`src/rtl/dds_core.sv`:
```
// dds_core: phase-accumulator DDS with serial-loaded FTW / phase offset and a square/triangle/saw/sine mapper.
// Build option DDS_SINE_EN adds a registered quarter-wave sine ROM for mode 3; without it mode 3 outputs triangle.
module dds_core #(
  parameter int unsigned PHASE_LENGTH = 16,
  parameter int unsigned ACC_LENGTH   = 48,
  parameter int unsigned OUT_LENGTH   = 14
) (
  input  logic                  sys_clk,
  input  logic                  sys_rst,
  input  logic                  spi_clk,
  input  logic                  spi_data,
  input  logic                  freq_cs,
  input  logic                  phaseshift_cs,
  input  logic [1:0]            mode_in,
  output logic [OUT_LENGTH-1:0] waveform_out
);

  localparam int unsigned SYNC_W  = 4;
  localparam int unsigned EDGE_W  = 3;
  localparam int unsigned SI_CLK  = 0;
  localparam int unsigned SI_DATA = 1;
  localparam int unsigned SI_FCS  = 2;
  localparam int unsigned SI_PCS  = 3;
  localparam int unsigned EI_CLK  = 0;
  localparam int unsigned EI_FCS  = 1;
  localparam int unsigned EI_PCS  = 2;

  typedef enum logic [1:0] {
    MODE_SQUARE   = 2'd0,
    MODE_TRIANGLE = 2'd1,
    MODE_SAWTOOTH = 2'd2,
    MODE_SINE     = 2'd3
  } mode_e;

  logic [SYNC_W-1:0]       sync1_q, sync1_d;
  logic [SYNC_W-1:0]       sync2_q, sync2_d;
  logic [EDGE_W-1:0]       edge_q, edge_d;
  logic [ACC_LENGTH-1:0]   freq_sr_q, freq_sr_d;
  logic [PHASE_LENGTH-1:0] phase_sr_q, phase_sr_d;
  logic [ACC_LENGTH-1:0]   ftw_q, ftw_d;
  logic [PHASE_LENGTH-1:0] offset_q, offset_d;
  logic [ACC_LENGTH-1:0]   acc_q, acc_d;
  logic [PHASE_LENGTH-1:0] phase_q, phase_d;
  mode_e                   mode_q, mode_d;
  logic [OUT_LENGTH-1:0]   wave_q, wave_d;

  logic                    sclk_s, sdata_s, fcs_s, pcs_s;
  logic                    sclk_rise, fcs_rise, fcs_fall, pcs_rise, pcs_fall;
  logic [ACC_LENGTH-1:0]   fsr_base;
  logic [PHASE_LENGTH-1:0] psr_base;
  logic [PHASE_LENGTH-1:0] phase_c;
  logic                    msb_c;
  logic [OUT_LENGTH-1:0]   square_c, saw_c, tri_raw_c, tri_c;

`ifdef DDS_SINE_EN
  localparam int unsigned ROM_AW = 10;
  localparam int unsigned ROM_DW = OUT_LENGTH - 1;
  localparam int unsigned ROM_N  = 1 << ROM_AW;

  // Quarter-wave entry: (midscale-1)*sin(pi/2*(i+0.5)/N), rounded; half-step offset keeps the mirror symmetric.
  function automatic logic [ROM_DW-1:0] sine_entry(input int unsigned idx);
    real amp;
    real ang;
    amp = real'((1 << ROM_DW) - 1);
    ang = 1.5707963267948966 * (real'(idx) + 0.5) / real'(ROM_N);
    return ROM_DW'($rtoi(amp * $sin(ang) + 0.5));
  endfunction

  logic [ROM_DW-1:0] sine_rom [ROM_N];
  for (genvar gi = 0; gi < ROM_N; gi++) begin : g_rom
    localparam logic [ROM_DW-1:0] ENTRY = sine_entry(gi);
    assign sine_rom[gi] = ENTRY;
  end

  logic [ROM_DW-1:0]     rom_q, rom_d;
  logic [ROM_AW-1:0]     rom_idx_c;
  logic [OUT_LENGTH-1:0] mid_c, rom_ext_c, sine_c;
`endif

  // Synchronized pin copies and their edges
  always_comb begin
    sclk_s    = sync2_q[SI_CLK];
    sdata_s   = sync2_q[SI_DATA];
    fcs_s     = sync2_q[SI_FCS];
    pcs_s     = sync2_q[SI_PCS];
    sclk_rise = sclk_s & ~edge_q[EI_CLK];
    fcs_rise  = fcs_s  & ~edge_q[EI_FCS];
    fcs_fall  = ~fcs_s &  edge_q[EI_FCS];
    pcs_rise  = pcs_s  & ~edge_q[EI_PCS];
    pcs_fall  = ~pcs_s &  edge_q[EI_PCS];
  end

  // Serial link: clear on CS rise, shift on spi_clk rise while selected, commit on CS fall
  always_comb begin
    sync1_d    = {phaseshift_cs, freq_cs, spi_data, spi_clk};
    sync2_d    = sync1_q;
    edge_d     = {pcs_s, fcs_s, sclk_s};
    fsr_base   = fcs_rise ? '0 : freq_sr_q;
    psr_base   = pcs_rise ? '0 : phase_sr_q;
    freq_sr_d  = fsr_base;
    phase_sr_d = psr_base;
    ftw_d      = ftw_q;
    offset_d   = offset_q;
    if (fcs_s && sclk_rise) begin
      freq_sr_d = {fsr_base[ACC_LENGTH-2:0], sdata_s};
    end
    if (pcs_s && sclk_rise) begin
      phase_sr_d = {psr_base[PHASE_LENGTH-2:0], sdata_s};
    end
    if (fcs_fall) begin
      ftw_d = freq_sr_q;
    end
    if (pcs_fall) begin
      offset_d = phase_sr_q;
    end
  end

  // Accumulator and first pipeline stage (phase, mode, ROM lookup)
  always_comb begin
    acc_d   = acc_q + ftw_q;
    phase_c = acc_q[ACC_LENGTH-1 -: PHASE_LENGTH] + offset_q;
    phase_d = phase_c;
    mode_d  = mode_e'(mode_in);
`ifdef DDS_SINE_EN
    rom_idx_c = phase_c[PHASE_LENGTH-2] ? ~phase_c[PHASE_LENGTH-3 -: ROM_AW]
                                        :  phase_c[PHASE_LENGTH-3 -: ROM_AW];
    rom_d     = sine_rom[rom_idx_c];
`endif
  end

  // Second stage: waveform mapper into the output register
  always_comb begin
    msb_c     = phase_q[PHASE_LENGTH-1];
    square_c  = {OUT_LENGTH{msb_c}};
    saw_c     = phase_q[PHASE_LENGTH-1 -: OUT_LENGTH];
    tri_raw_c = phase_q[PHASE_LENGTH-2 -: OUT_LENGTH];
    tri_c     = msb_c ? ~tri_raw_c : tri_raw_c;
`ifdef DDS_SINE_EN
    mid_c     = OUT_LENGTH'(1) << (OUT_LENGTH - 1);
    rom_ext_c = OUT_LENGTH'(rom_q);
    sine_c    = msb_c ? (mid_c - rom_ext_c) : (mid_c + rom_ext_c);
`endif
    wave_d = '0;
    case (mode_q)
      MODE_SQUARE:   wave_d = square_c;
      MODE_TRIANGLE: wave_d = tri_c;
      MODE_SAWTOOTH: wave_d = saw_c;
`ifdef DDS_SINE_EN
      MODE_SINE:     wave_d = sine_c;
`else
      MODE_SINE:     wave_d = tri_c;
`endif
      default:       wave_d = '0;
    endcase
  end

  assign waveform_out = wave_q;

  always_ff @(posedge sys_clk) begin
    if (sys_rst) begin
      sync1_q    <= '0;
      sync2_q    <= '0;
      edge_q     <= '0;
      freq_sr_q  <= '0;
      phase_sr_q <= '0;
      ftw_q      <= '0;
      offset_q   <= '0;
      acc_q      <= '0;
      phase_q    <= '0;
      mode_q     <= MODE_SQUARE;
      wave_q     <= '0;
`ifdef DDS_SINE_EN
      rom_q      <= '0;
`endif
    end else begin
      sync1_q    <= sync1_d;
      sync2_q    <= sync2_d;
      edge_q     <= edge_d;
      freq_sr_q  <= freq_sr_d;
      phase_sr_q <= phase_sr_d;
      ftw_q      <= ftw_d;
      offset_q   <= offset_d;
      acc_q      <= acc_d;
      phase_q    <= phase_d;
      mode_q     <= mode_d;
      wave_q     <= wave_d;
`ifdef DDS_SINE_EN
      rom_q      <= rom_d;
`endif
    end
  end

endmodule

```
`config.mk`:
```
export PLATFORM = sky130hd
export DESIGN_NAME = dds_core
export DESIGN_NICKNAME = d
export VERILOG_FILES = /design/src/rtl/dds_core.sv
export SDC_FILE = /design/constraint.sdc
export NUM_CORES = 1
export LEC_CHECK = 0
export ABC_CLOCK_PERIOD_IN_PS = 2700
export CELL_PAD_IN_SITES_DETAIL_PLACEMENT = 1
export CELL_PAD_IN_SITES_GLOBAL_PLACEMENT = 2
export CORE_MARGIN = 1
export CORE_UTILIZATION = 34
export DETAILED_ROUTE_END_ITERATION = 7
export MAX_ROUTING_LAYER = met4
export PLACE_DENSITY = 0.75
export SLEW_MARGIN = 20
export SYNTH_ARGS = -nofsm -noshare
export SYNTH_HDL_FRONTEND = slang
export SYNTH_SLANG_ARGS = --single-unit
```
`constraint.sdc`:
```
create_clock -name sys_clk -period 2.7 [get_ports sys_clk]
set_input_delay 0.27 -clock sys_clk [delete_from_list [all_inputs] [get_ports sys_clk]]
set_output_delay 0.27 -clock sys_clk [all_outputs]
set_load 0.05 [all_outputs]
```
**Yosys cells after proc, flatten, opt, wreduce, memory -nomap -nowiden**

Cells that the tools add are included.

- Bits in read-only memories: 0
- Register bits: 219
- Bits in writable memories: 0
- Memories: 0
- Output and inout port bits: 14
- Latch bits: 0

- Shifts and indexed selects: 0
- Reductions and logical operators: 6
- Div/mod/pow operators: 0
- $mul: 0
- Equality and inequality tests: 3
- Bitwise logic cells: 11
- $add $sub $neg: 2
- Muxes and demuxes: 6
- Magnitude comparators: 0

Operator list:

| kind | number |
|---|---|
| $mux 48 | 2 |
| $add 48x48->48 | 1 |
| $pmux 14 s3 | 1 |
| $mux 16 | 2 |
| $add 16x16->16 | 1 |
| $mux 14 | 1 |
| $not 14->14 | 1 |
| $and 1x1->1 | 5 |
| $not 1->1 | 5 |
| $eq 2x2->1 const B | 2 |
| $reduce_bool 2->1 | 2 |
| $eq 2x1->1 const B | 1 |
| $logic_and 1x1->1 | 2 |
| $logic_not 2->1 | 1 |
| $reduce_or 2->1 | 1 |

**Longest topological paths before layout**

Gate-level depths: netlist of run 1.

- Word-level depth: 4
- Gate-level depth with buffers: 10

**Least setup slack after synthesis of run 1**

No wires, ideal clock.

- Kind: register to register
- Start: register ftw_q[0]
- End: register acc_q[40]
- Slack: 0.173 ns
- Arrival: 2.407 ns
- Path buffers: 0
- Stages on the path, launching flop included: 11
- Required time: 2.579 ns
- Path through: dfxtp_1 ha_1 fa_1 a211oi_1 o211ai_1 nand2_1 o21a_1 o21ai_1 a21oi_1 o21a_1 mux2_2

- Cells in the longest elaborated chain, start to end: 1

Ends and longest elaborated chain:

| item | line | source |
|---|---|---|
| start: declaration | 40 | `logic [ACC_LENGTH-1:0] ftw_q, ftw_d;` |
| start signal: assignment | 181 | `ftw_q <= ftw_d;` |
| $add 48x48->48 | 120 | `acc_d = acc_q + ftw_q;` |
| end signal: assignment | 168 | `acc_q <= '0;` |
| end signal: assignment | 183 | `acc_q <= acc_d;` |
| end: declaration | 42 | `logic [ACC_LENGTH-1:0] acc_q, acc_d;` |

No other way between the ends.
A chain may end at the register's enable or synchronous reset.

**Worst setup path in the final report of run 1**

- Start: register ftw_q[20]
- End: register acc_q[39]

Same word-level chain as after synthesis.

==> flow_metrics.py, run 1 <==
metrics = {
    "timing": {
        "fin_crit_ns": 2.59,
        "relSlewSlack_pct": 41.0,
        "tightest_slew_ns": 0.884,
        "setup_viol": 0,
        "final.setup.tns_ns": 0,
        "final_hold_viol_count": 0,
        "rsz0062_at_grt": "true",
        "fin_worst_skew_ns": 0.0141,
        "slew_violations": 0,
        "fmax_ghz": 0.386,
        "period_share_pct": 96.0,
    },
    "worst_setup_path": {
        "rr_worst_depth": 9,
        "cp_cell_sequence": "ha_1 -> nand4_1 -> nor3_2 -> buf_4 -> o211ai_1 -> and2_4 -> a21o_4 -> o31ai_2 -> mux2_2",
        "cp_top_family": "simple AND/OR/NAND/NOR gates",
        "crit_fanout": 6,
        "cp_num_cells": 9,
        "crit_type": "reg -> reg",
        "crit_buf_inv": 1,
        "max_stage_delay_ns": 0.35,
        "cp-end-kind": "register",
        "critical_path.slowest_cell": "ha_1",
        "required_ns": 3.13,
        "arrival_ns": 3.02,
        "setup.worst_path.start_class": "register",
    },
    "run": {
        "maxCapViolations": 0,
    },
    "routing": {
        "post_drt_wl_per_cell_um": 16.6,
        "viasPerCell": 5.10,
        "ant_nets": 0,
        "drt-initial-drc-count": 418,
        "firstDrtPassIters": 4,
        "route.vias.total": 8996,
        "drc": 0,
        "drt-total-wl_um": 29300,
    },
    "global_routing": {
        "gr-total-overflow": 0,
        "grt_max_degree": 49,
        "antenna_found_initial": 0,
        "grt_pass1_wl_um": 47400,
        "track_usage_pct": 19.2,
        "grt_pass1_vias": 8856,
    },
    "synthesis": {
        "syn_area_mm2": 0.0106,
        "synth_edf_count": 0,
        "synth_fp_nets": 1383,
        "yosys_register_bits": 218,
        "synthCells": 1312,
        "syn_area_per_cell_um2": 8.05,
        "synth_warnings": 0,
        "synthArstFlopShare_pct": 0,
        "synth_flop_cell": "dfxtp_1",
        "ys_seq_area_share_pct": 41.3,
        "synth_cell_types": 62,
    },
    "clock_tree": {
        "root_buffer": "clkbuf_16",
        "cts_buffers": 26,
        "clkLatencyLatePin_ns": 0.54,
        "cts_sinks": 218,
        "htree_levels": 1,
        "path_clk_slew_ns": 0.06,
        "cts_tree": "yes",
        "cts_buffer_depth": 3,
    },
    "pwr": {
        "combinationalPowerShare_pct": 3.8,
        "pwr-share-clk_pct": 50.9,
        "p_seq_share_pct": 45.3,
        "p_leak_nw": 4.79,
        "p_switching_mw": 1.63,
        "switching_share_pct": 22.6,
        "peakVddDrop_uv": 487,
        "internal_power_mw": 5.60,
        "fin_total_pwr_mw": 7.24,
        "power_density_mw_per_mm2": 578,
    },
    "floorplanning": {
        "pin_count": 22,
        "die_w_um": 178,
        "dieHeight_um": 178,
        "rows": 64,
        "dieArea_mm2": 0.0318,
        "start_util_pct": 34.5,
        "coreArea_mm2": 0.0306,
    },
    "cells_and_area": {
        "stdcell_count": 1765,
        "area_delta_synth_final_pct": 18.7,
        "drive_above_1_share_pct": 11.5,
        "diodes": 0,
        "num-nets-final": 1421,
    },
    "placed_design": {
        "dp_hpwl_um": 20900,
        "dp_cells": 1715,
        "io_buffers": 21,
        "gp_congestion": 0.813,
    },
    "min_path": {
        "holdPathStages": 2,
        "hp-class": "in -> reg",
    },
    "status": {
        "status": "finished, final reports clean",
    },
}
cell usage in the layout (no fill, tap or decap), types with 18 or more instances in the layout:
master and instances:
nor3_1 21, a211oi_1 29, clkdlybuf4s50_1 20, nor2_1 80, nand3_1 19, ha_1 58, a21oi_1 182, a21o_1 32
o21ai_0 21, xnor2_1 38, nand2_1 296, buf_4 69, nor2b_1 34, nand4_1 18, dfxtp_1 217, clkbuf_16 26
layout make-up:
| type | instances | area [µm²] |
|---|---|---|
| Timing Repair Buffer | 91 | 749 |
| Clock inverter | 12 | 181 |
| Inverter | 14 | 52.6 |
| Tap cell | 396 | 495 |
| Multi-Input combinational cell | 999 | 5960 |
| Fill cell | 3695 | 18100 |
| Clock buffer | 35 | 724 |
| Sequential cell | 218 | 4370 |
Yosys cell counts (all sizes together) (11+ instances only):
master	count	area, µm²
a211oi	31	233
a21o	33	249
a21oi	193	977
and3	11	68.8
buf	25	114
clkbuf	56	210
dfxtp	218	4360
ha	61	763
inv	14	52.6
nand2	297	1110
nand2b	11	68.8
nand3	19	95.1
nand4	20	138
nor2	82	310
nor2b	35	219
nor3	23	115
o21a	14	105
o21ai	27	135
o21bai	13	97.6
xnor2	38	333
xor2	17	149
repair_timing:
| action | CTS | global route |
|---|---|---|
| hold buffers | 0 | 0 |
| gates resized for setup | 5 | 28 |
| setup buffers | 0 | 3 |
| pin swaps | 0 | 8 |
| endpoints found under the setup margin | 8 | 18 |
sequential cells by signal, indices dropped and copies added (netlist names):
| name | cells |
|---|---|
| edge_q | 3 |
| acc_q | 48 |
| phase_q | 15 |
| waveform_out | 14 |
| offset_q | 16 |
| mode_q | 2 |
| sync2_q | 4 |
| ftw_q | 48 |
| sync1_q | 4 |
| freq_sr_q | 48 |
| phase_sr_q | 16 |
path summary, 6_finish.rpt:
path | start | endpoint | slack (ns)
setup / recovery | ftw_q[20] | acc_q[39] | 0.11
hold / removal | sys_rst | acc_q[23] | 0.11
setup reg to reg | ftw_q[20] | acc_q[39] | 0.11
hold reg to reg | sync1_q[3] | sync2_q[3] | 0.44
cell families (layout without fill, tap and decap cells):
family	after synthesis	count (layout)	share of synthesized area, %
buf+inv	95	152	3.57
flops	218	218	41.3
fa+ha+maj	63	63	7.61
simple gates	521	521	21.7
compound gates	351	351	20.3
xor+xnor	55	55	4.56
mux	9	9	0.936
layer usage:
layer  track usage, %  share of wire (%)
met1             27.6                 53
met4             3.92                1.9
met5                -                  0
met3             2.24                2.5
met2             28.6                 43
power by group through the flow:
stage / Clock, mW / Combinational [mW] / Sequential (mW)
floorplan: 0 / 0.164 / 3.36
CTS: 3.82 / 0.277 / 3.28
finish: 3.68 / 0.272 / 3.28
detailed placement: 0 / 0.275 / 3.35
global route: 3.94 / 0.301 / 3.28
global placement: 0 / 0.270 / 3.35
stage by stage:
stage / cell area [µm²] / worst slack [ns] / util (%) / hold WS, ns
3_3_place_gp: 11500 / -0.0727 / 37.5 / 0.421
3_5_place_dp: 11500 / -0.0649 / 37.5 / 0.428
6_report: 12500 / 0.107 / 41.0 / 0.113
5_1_grt: 12500 / 0.00290 / 41.0 / 0.115
2_1_floorplan: 10600 / 0.173 / - / 0.398
4_1_cts: 12400 / 0.000532 / 40.5 / 0.0962
No activity file was read; power rests on OpenSTA's default activity.
==> inputs of run 2 (changes only) <==
--- a/config.mk
+++ b/config.mk
@@ -13,6 +13,7 @@
 export DETAILED_ROUTE_END_ITERATION = 7
 export MAX_ROUTING_LAYER = met4
 export PLACE_DENSITY = 0.75
+export REMOVE_ABC_BUFFERS = 1
 export SLEW_MARGIN = 20
 export SYNTH_ARGS = -nofsm -noshare
 export SYNTH_HDL_FRONTEND = slang
==> flow_metrics.py, run 2 (synthesis results as in run 1) <==
metrics = {
    "pwr": {
        "pwr-share-clk_pct": 48.6,
        "p_seq_share_pct": 47.5,
        "switching_share_pct": 23.4,
        "power_density_mw_per_mm2": 569,
        "p_leak_nw": 4.57,
        "p_switching_mw": 1.61,
        "internal_power_mw": 5.29,
        "peakVddDrop_uv": 378,
        "combinationalPowerShare_pct": 3.9,
    },
    "timing": {
        "relSlewSlack_pct": 43.0,
        "fmax_ghz": 0.386,
        "fin_ws_ns": 0.107,
        "fin_worst_skew_ns": 0.00713,
        "period_share_pct": 96.0,
        "final_hold_viol_count": 0,
        "final.setup.tns_ns": 0,
        "rsz0062_at_grt": "true",
        "slew_violations": 0,
        "setup_viol": 0,
        "fin_crit_ns": 2.59,
        "tightest_slew_ns": 0.854,
    },
    "clock_tree": {
        "cts_buffer_depth": 3,
        "path_clk_slew_ns": 0.06,
        "cts_buffers": 26,
        "hold_buffers": 0,
        "post_cts_buffers": 0,
        "root_buffer": "clkbuf_16",
        "htree_levels": 1,
        "cts_sinks": 218,
        "clkLatencyLatePin_ns": 0.53,
        "cts_tree": "yes",
    },
    "cells_and_area": {
        "design_area_mm2": 0.0121,
        "utilization_pct": 39.7,
        "stdcell_count": 1729,
        "top_regs": "acc_q: 48 flops, freq_sr_q: 48 flops, ftw_q: 48 flops",
        "area_delta_synth_final_pct": 14.9,
        "drive_above_1_share_pct": 8.48,
        "num-nets-final": 1386,
        "multi_input_comb_area_mm2": 0.00590,
        "final_common_cell": "nand2_1",
        "diodes": 0,
        "n_fill_cell": 3641,
        "final_cell_mix": "nand2_1 (296), dfxtp_1 (218), a21oi_1 (186)",
        "register_area_mm2": 0.00436,
    },
    "floorplanning": {
        "coreArea_mm2": 0.0306,
        "rows": 64,
        "start_util_pct": 34.5,
        "dieArea_mm2": 0.0318,
        "pin_count": 22,
        "die_w_um": 178,
        "dieHeight_um": 178,
    },
    "worst_setup_path": {
        "crit_fanout": 7,
        "cp_top_family": "simple AND/OR/NAND/NOR gates",
        "required_ns": 3.11,
        "cp_cell_sequence": "ha_2 -> a21oi_2 -> o21ai_1 -> or2_0 -> or4_1 -> a21oi_2 -> o31ai_2 -> mux2i_1 -> nand3_1",
        "cp_common_cell": "a21oi_2",
        "crit_buf_inv": 0,
        "critical_path.slowest_cell": "or4_1",
        "cp_num_cells": 9,
        "arrival_ns": 3.00,
        "rr_worst_depth": 9,
        "max_stage_delay_ns": 0.59,
        "setup.worst_path.start_class": "register",
        "crit_type": "reg -> reg",
        "cp-end-kind": "register",
    },
    "placed_design": {
        "gp_congestion": 0.806,
        "placed_area_mm2": 0.0112,
        "dp_hpwl_um": 19300,
        "io_buffers": 21,
        "pre_cts_ws_ns": -0.0638,
        "dp_cells": 1683,
    },
    "min_path": {
        "holdPathStages": 2,
        "hp-class": "in -> reg",
    },
    "routing": {
        "firstDrtPassIters": 4,
        "drt-total-wl_um": 26800,
        "route.vias.total": 8917,
        "viasPerCell": 5.16,
        "post_drt_wl_per_cell_um": 15.5,
        "drc": 0,
        "drt-initial-drc-count": 290,
        "ant_nets": 0,
    },
    "global_routing": {
        "antenna_found_initial": 0,
        "grt_max_degree": 52,
        "grt_pass1_vias": 9108,
        "grt_pass1_wl_um": 44900,
        "track_usage_pct": 17.6,
        "gr-total-overflow": 0,
    },
    "status": {
        "status": "finished, final reports clean",
    },
    "run": {
        "maxCapViolations": 0,
    },
}
[run 2: cell types whose count changed in the layout (fill, tap and decap cells not counted), sizes merged]
cell    change
buf        -35
bufinv      -4
clkinv      +3
[run 2: layout make-up]
type	instances	area share (%)
Multi-Input combinational cell	999	48.6
Tap cell	396	4.08
Clock buffer	35	6.23
Inverter	14	0.433
Sequential cell	218	36.0
Clock inverter	11	0.567
Timing Repair Buffer	56	4.11
[run 2: per-stage QoR]
step / power, mW / hold WS [ns]
detailed placement: 3.63 / 0.424
CTS: 7.04 / 0.134
floorplan: 3.48 / 0.337
global route: 7.16 / 0.144
finish: 6.91 / 0.144
global placement: 3.62 / 0.421
[run 2: worst paths after layout]
| kind | slack (ns) | startpoint | end |
|---|---|---|---|
| max | 0.11 | ftw_q[14] | acc_q[45] |
| min | 0.14 | sys_rst | acc_q[23] |
| max reg2reg | 0.11 | ftw_q[14] | acc_q[45] |
| min reg2reg | 0.43 | sync1_q[2] | sync2_q[2] |
[run 2: worst register-to-register path, stage by stage, from the launching register on]
cell,delay (ns)
dfxtp_1,0.35
ha_2,0.34
a21oi_2,0.21
o21ai_1,0.14
or2_0,0.25
or4_1,0.59
a21oi_2,0.23
o31ai_2,0.11
mux2i_1,0.17
nand3_1,0.09
[run 2: power by group through the flow]
stage / logic [mW] / clock network [mW] / registers, mW
floorplan: 0.117 / 0 / 3.37
global placement: 0.269 / 0 / 3.35
detailed placement: 0.273 / 0 / 3.35
CTS: 0.275 / 3.48 / 3.28
global route: 0.296 / 3.58 / 3.28
finish: 0.270 / 3.36 / 3.28
[run 2: per-layer routing]
layer  global-route usage [%]  vias up  wire length (µm)
met4                     4.27        0               527
met5                        -        -                 0
met3                     2.49       40               778
met1                     22.4     4263             13100
li1                         -     4532                 -
met2                     29.5       82             12300
[run 2: repair_timing]
| action | in CTS | in global routing |
|---|---|---|
| resized for setup | 4 | 16 |
| endpoints found under the setup margin | 6 | 12 |
| pin swaps | 0 | 4 |
==> inputs of run 3 (changes only) <==
--- a/config.mk
+++ b/config.mk
@@ -12,7 +12,7 @@
 export CORE_UTILIZATION = 34
 export DETAILED_ROUTE_END_ITERATION = 7
 export MAX_ROUTING_LAYER = met4
-export PLACE_DENSITY = 0.75
+export PLACE_DENSITY = 0.86
 export REMOVE_ABC_BUFFERS = 1
 export SLEW_MARGIN = 20
 export SYNTH_ARGS = -nofsm -noshare
==> flow_metrics.py, run 3 (synthesis results as in run 1) <==
metrics = {
    "cells_and_area": {
        "num-nets-final": 1397,
        "design_area_mm2": 0.0122,
        "n_fill_cell": 3620,
        "top_regs": "acc_q: 48 flops, freq_sr_q: 48 flops, ftw_q: 48 flops",
        "utilization_pct": 40.0,
        "final_cell_mix": "nand2_1 (296), dfxtp_1 (218), a21oi_1 (187)",
        "final_common_cell": "nand2_1",
        "drive_above_1_share_pct": 9.29,
        "area_delta_synth_final_pct": 15.9,
        "diodes": 0,
    },
    "timing": {
        "whs_ns": 0.161,
        "final_hold_viol_count": 0,
        "rsz0062_at_grt": "true",
        "fin_ws_ns": 0.0888,
        "period_share_pct": 96.7,
        "tightest_slew_ns": 0.838,
        "setup_viol": 0,
        "slew_violations": 0,
        "fmax_ghz": 0.383,
        "fin_worst_skew_ns": 0.0194,
        "relSlewSlack_pct": 44.0,
        "fin_crit_ns": 2.61,
    },
    "clock_tree": {
        "cts_buffers": 26,
        "htree_levels": 1,
        "path_clk_slew_ns": 0.06,
        "cts_sinks": 218,
        "clkLatencyLatePin_ns": 0.54,
        "cts_buffer_depth": 3,
        "cts_tree": "yes",
        "root_buffer": "clkbuf_16",
        "hold_buffers": 0,
    },
    "worst_setup_path": {
        "cp-endpoint": "acc_q[40]",
        "cp-end-kind": "register",
        "arrival_ns": 3.02,
        "crit_type": "reg -> reg",
        "rr_worst_depth": 10,
        "crit_fanout": 4,
        "rr_endpoint": "acc_q[40]",
        "r2r_slack_ns": 0.09,
        "required_ns": 3.11,
        "critical_path.slowest_cell": "fa_2",
        "setup.worst_path.start_class": "register",
        "max_stage_delay_ns": 0.36,
        "cp_top_family": "compound AO/OA/AOI/OAI gates",
        "critPathLaunch": "ftw_q[0]",
        "cp_common_cell": "o21a_1",
        "cp_cell_sequence": "ha_1 -> fa_2 -> a211oi_2 -> o211ai_1 -> nand2_2 -> o21a_1 -> o21ai_1 -> a21oi_2 -> o21a_1 -> mux2_2",
        "crit_buf_inv": 0,
        "cp_num_cells": 10,
        "r2r_start": "ftw_q[0]",
    },
    "global_routing": {
        "track_usage_pct": 18.6,
        "antenna_found_initial": 0,
        "grt_pass1_vias": 9178,
        "grt_max_degree": 66,
        "gr-total-overflow": 0,
        "grt_pass1_wl_um": 46700,
    },
    "routing": {
        "firstDrtPassIters": 4,
        "viasPerCell": 5.19,
        "drt-total-wl_um": 28000,
        "ant_nets": 0,
        "post_drt_wl_per_cell_um": 16.1,
        "route.vias.total": 9030,
        "drc": 0,
        "drt-initial-drc-count": 329,
    },
    "placed_design": {
        "gp_congestion": 0.842,
        "pre_cts_ws_ns": -0.0659,
        "io_buffers": 21,
        "dp_hpwl_um": 19900,
        "placed_area_mm2": 0.0113,
    },
    "run": {
        "maxCapViolations": 0,
    },
    "pwr": {
        "power_density_mw_per_mm2": 571,
        "peakVddDrop_uv": 463,
        "p_leak_nw": 4.63,
    },
    "status": {
        "status": "finished, final reports clean",
    },
    "floorplanning": {
        "start_util_pct": 34.5,
        "dieArea_mm2": 0.0318,
        "coreArea_mm2": 0.0306,
        "die_w_um": 178,
        "dieHeight_um": 178,
        "rows": 64,
        "pin_count": 22,
    },
    "min_path": {
        "hp-class": "in -> reg",
    },
}
## run 3: changes by cell type in the layout (fill, tap and decap cells not counted), sizes merged
cell / previous run / this run
buf: 36 / 47
clkbuf: 35 / 38
clkinvlp: 4 / 2
bufinv: 0 / 1
clkinv: 7 / 6
## run 3: layout make-up
| type | instances | area, µm² | area share [%] |
|---|---|---|---|
| clock buffer | 38 | 766 | 6.25 |
| inverter | 14 | 52.6 | 0.429 |
| timing repair buffer | 67 | 569 | 4.65 |
| multi-input combinational | 999 | 5910 | 48.3 |
| tap | 396 | 495 | 4.05 |
| sequential | 218 | 4360 | 35.6 |
| clock inverter | 9 | 86.3 | 0.705 |
## run 3: how the worst min path moves through the flow
stage,startpoint,endpoint,depth (start not counted)
floorplan,sys_rst,phase_q[1],1
global placement,sync1_q[2],sync2_q[2],1
detailed placement,sync1_q[0],sync2_q[0],1
CTS,sys_rst,acc_q[0],2
global route,sys_rst,acc_q[12],2
finish,sys_rst,acc_q[12],2
## run 3: power breakdown
group	internal, mW	total (mW)	switching, mW
clock	2.06	3.45	1.39
combinational	0.0875	0.273	0.186
sequential	3.25	3.28	0.0254
total	5.39	7.00	1.60
## run 3: what timing repair did
action | 4_1_cts | 5_1_grt
endpoints found under the setup margin | 5 | 14
resized for setup | 2 | 17
pin swaps | 0 | 5
setup buffers | 0 | 2
## run 3: routing by layer
layer	wire length [µm]	track usage (%)	share of wire, %	vias to the layer above
li1	-	-	-	4554
met1	13300	23.3	47	4326
met2	13300	31.3	47	111
met3	846	2.34	3.0	39
met4	588	5.23	2.1	0
met5	0	-	0	-
## run 3: per-stage QoR
stage / std cells / power (mW) / TNS (ns)
6_report: 1741 / 7.00 / 0
5_1_grt: 1741 / 7.26 / -0.137
4_1_cts: 1739 / 7.11 / 0
3_5_place_dp: 1692 / 3.62 / -0.104
3_3_place_gp: 1692 / 3.62 / -0.000385
2_1_floorplan: 1231 / 3.48 / 0
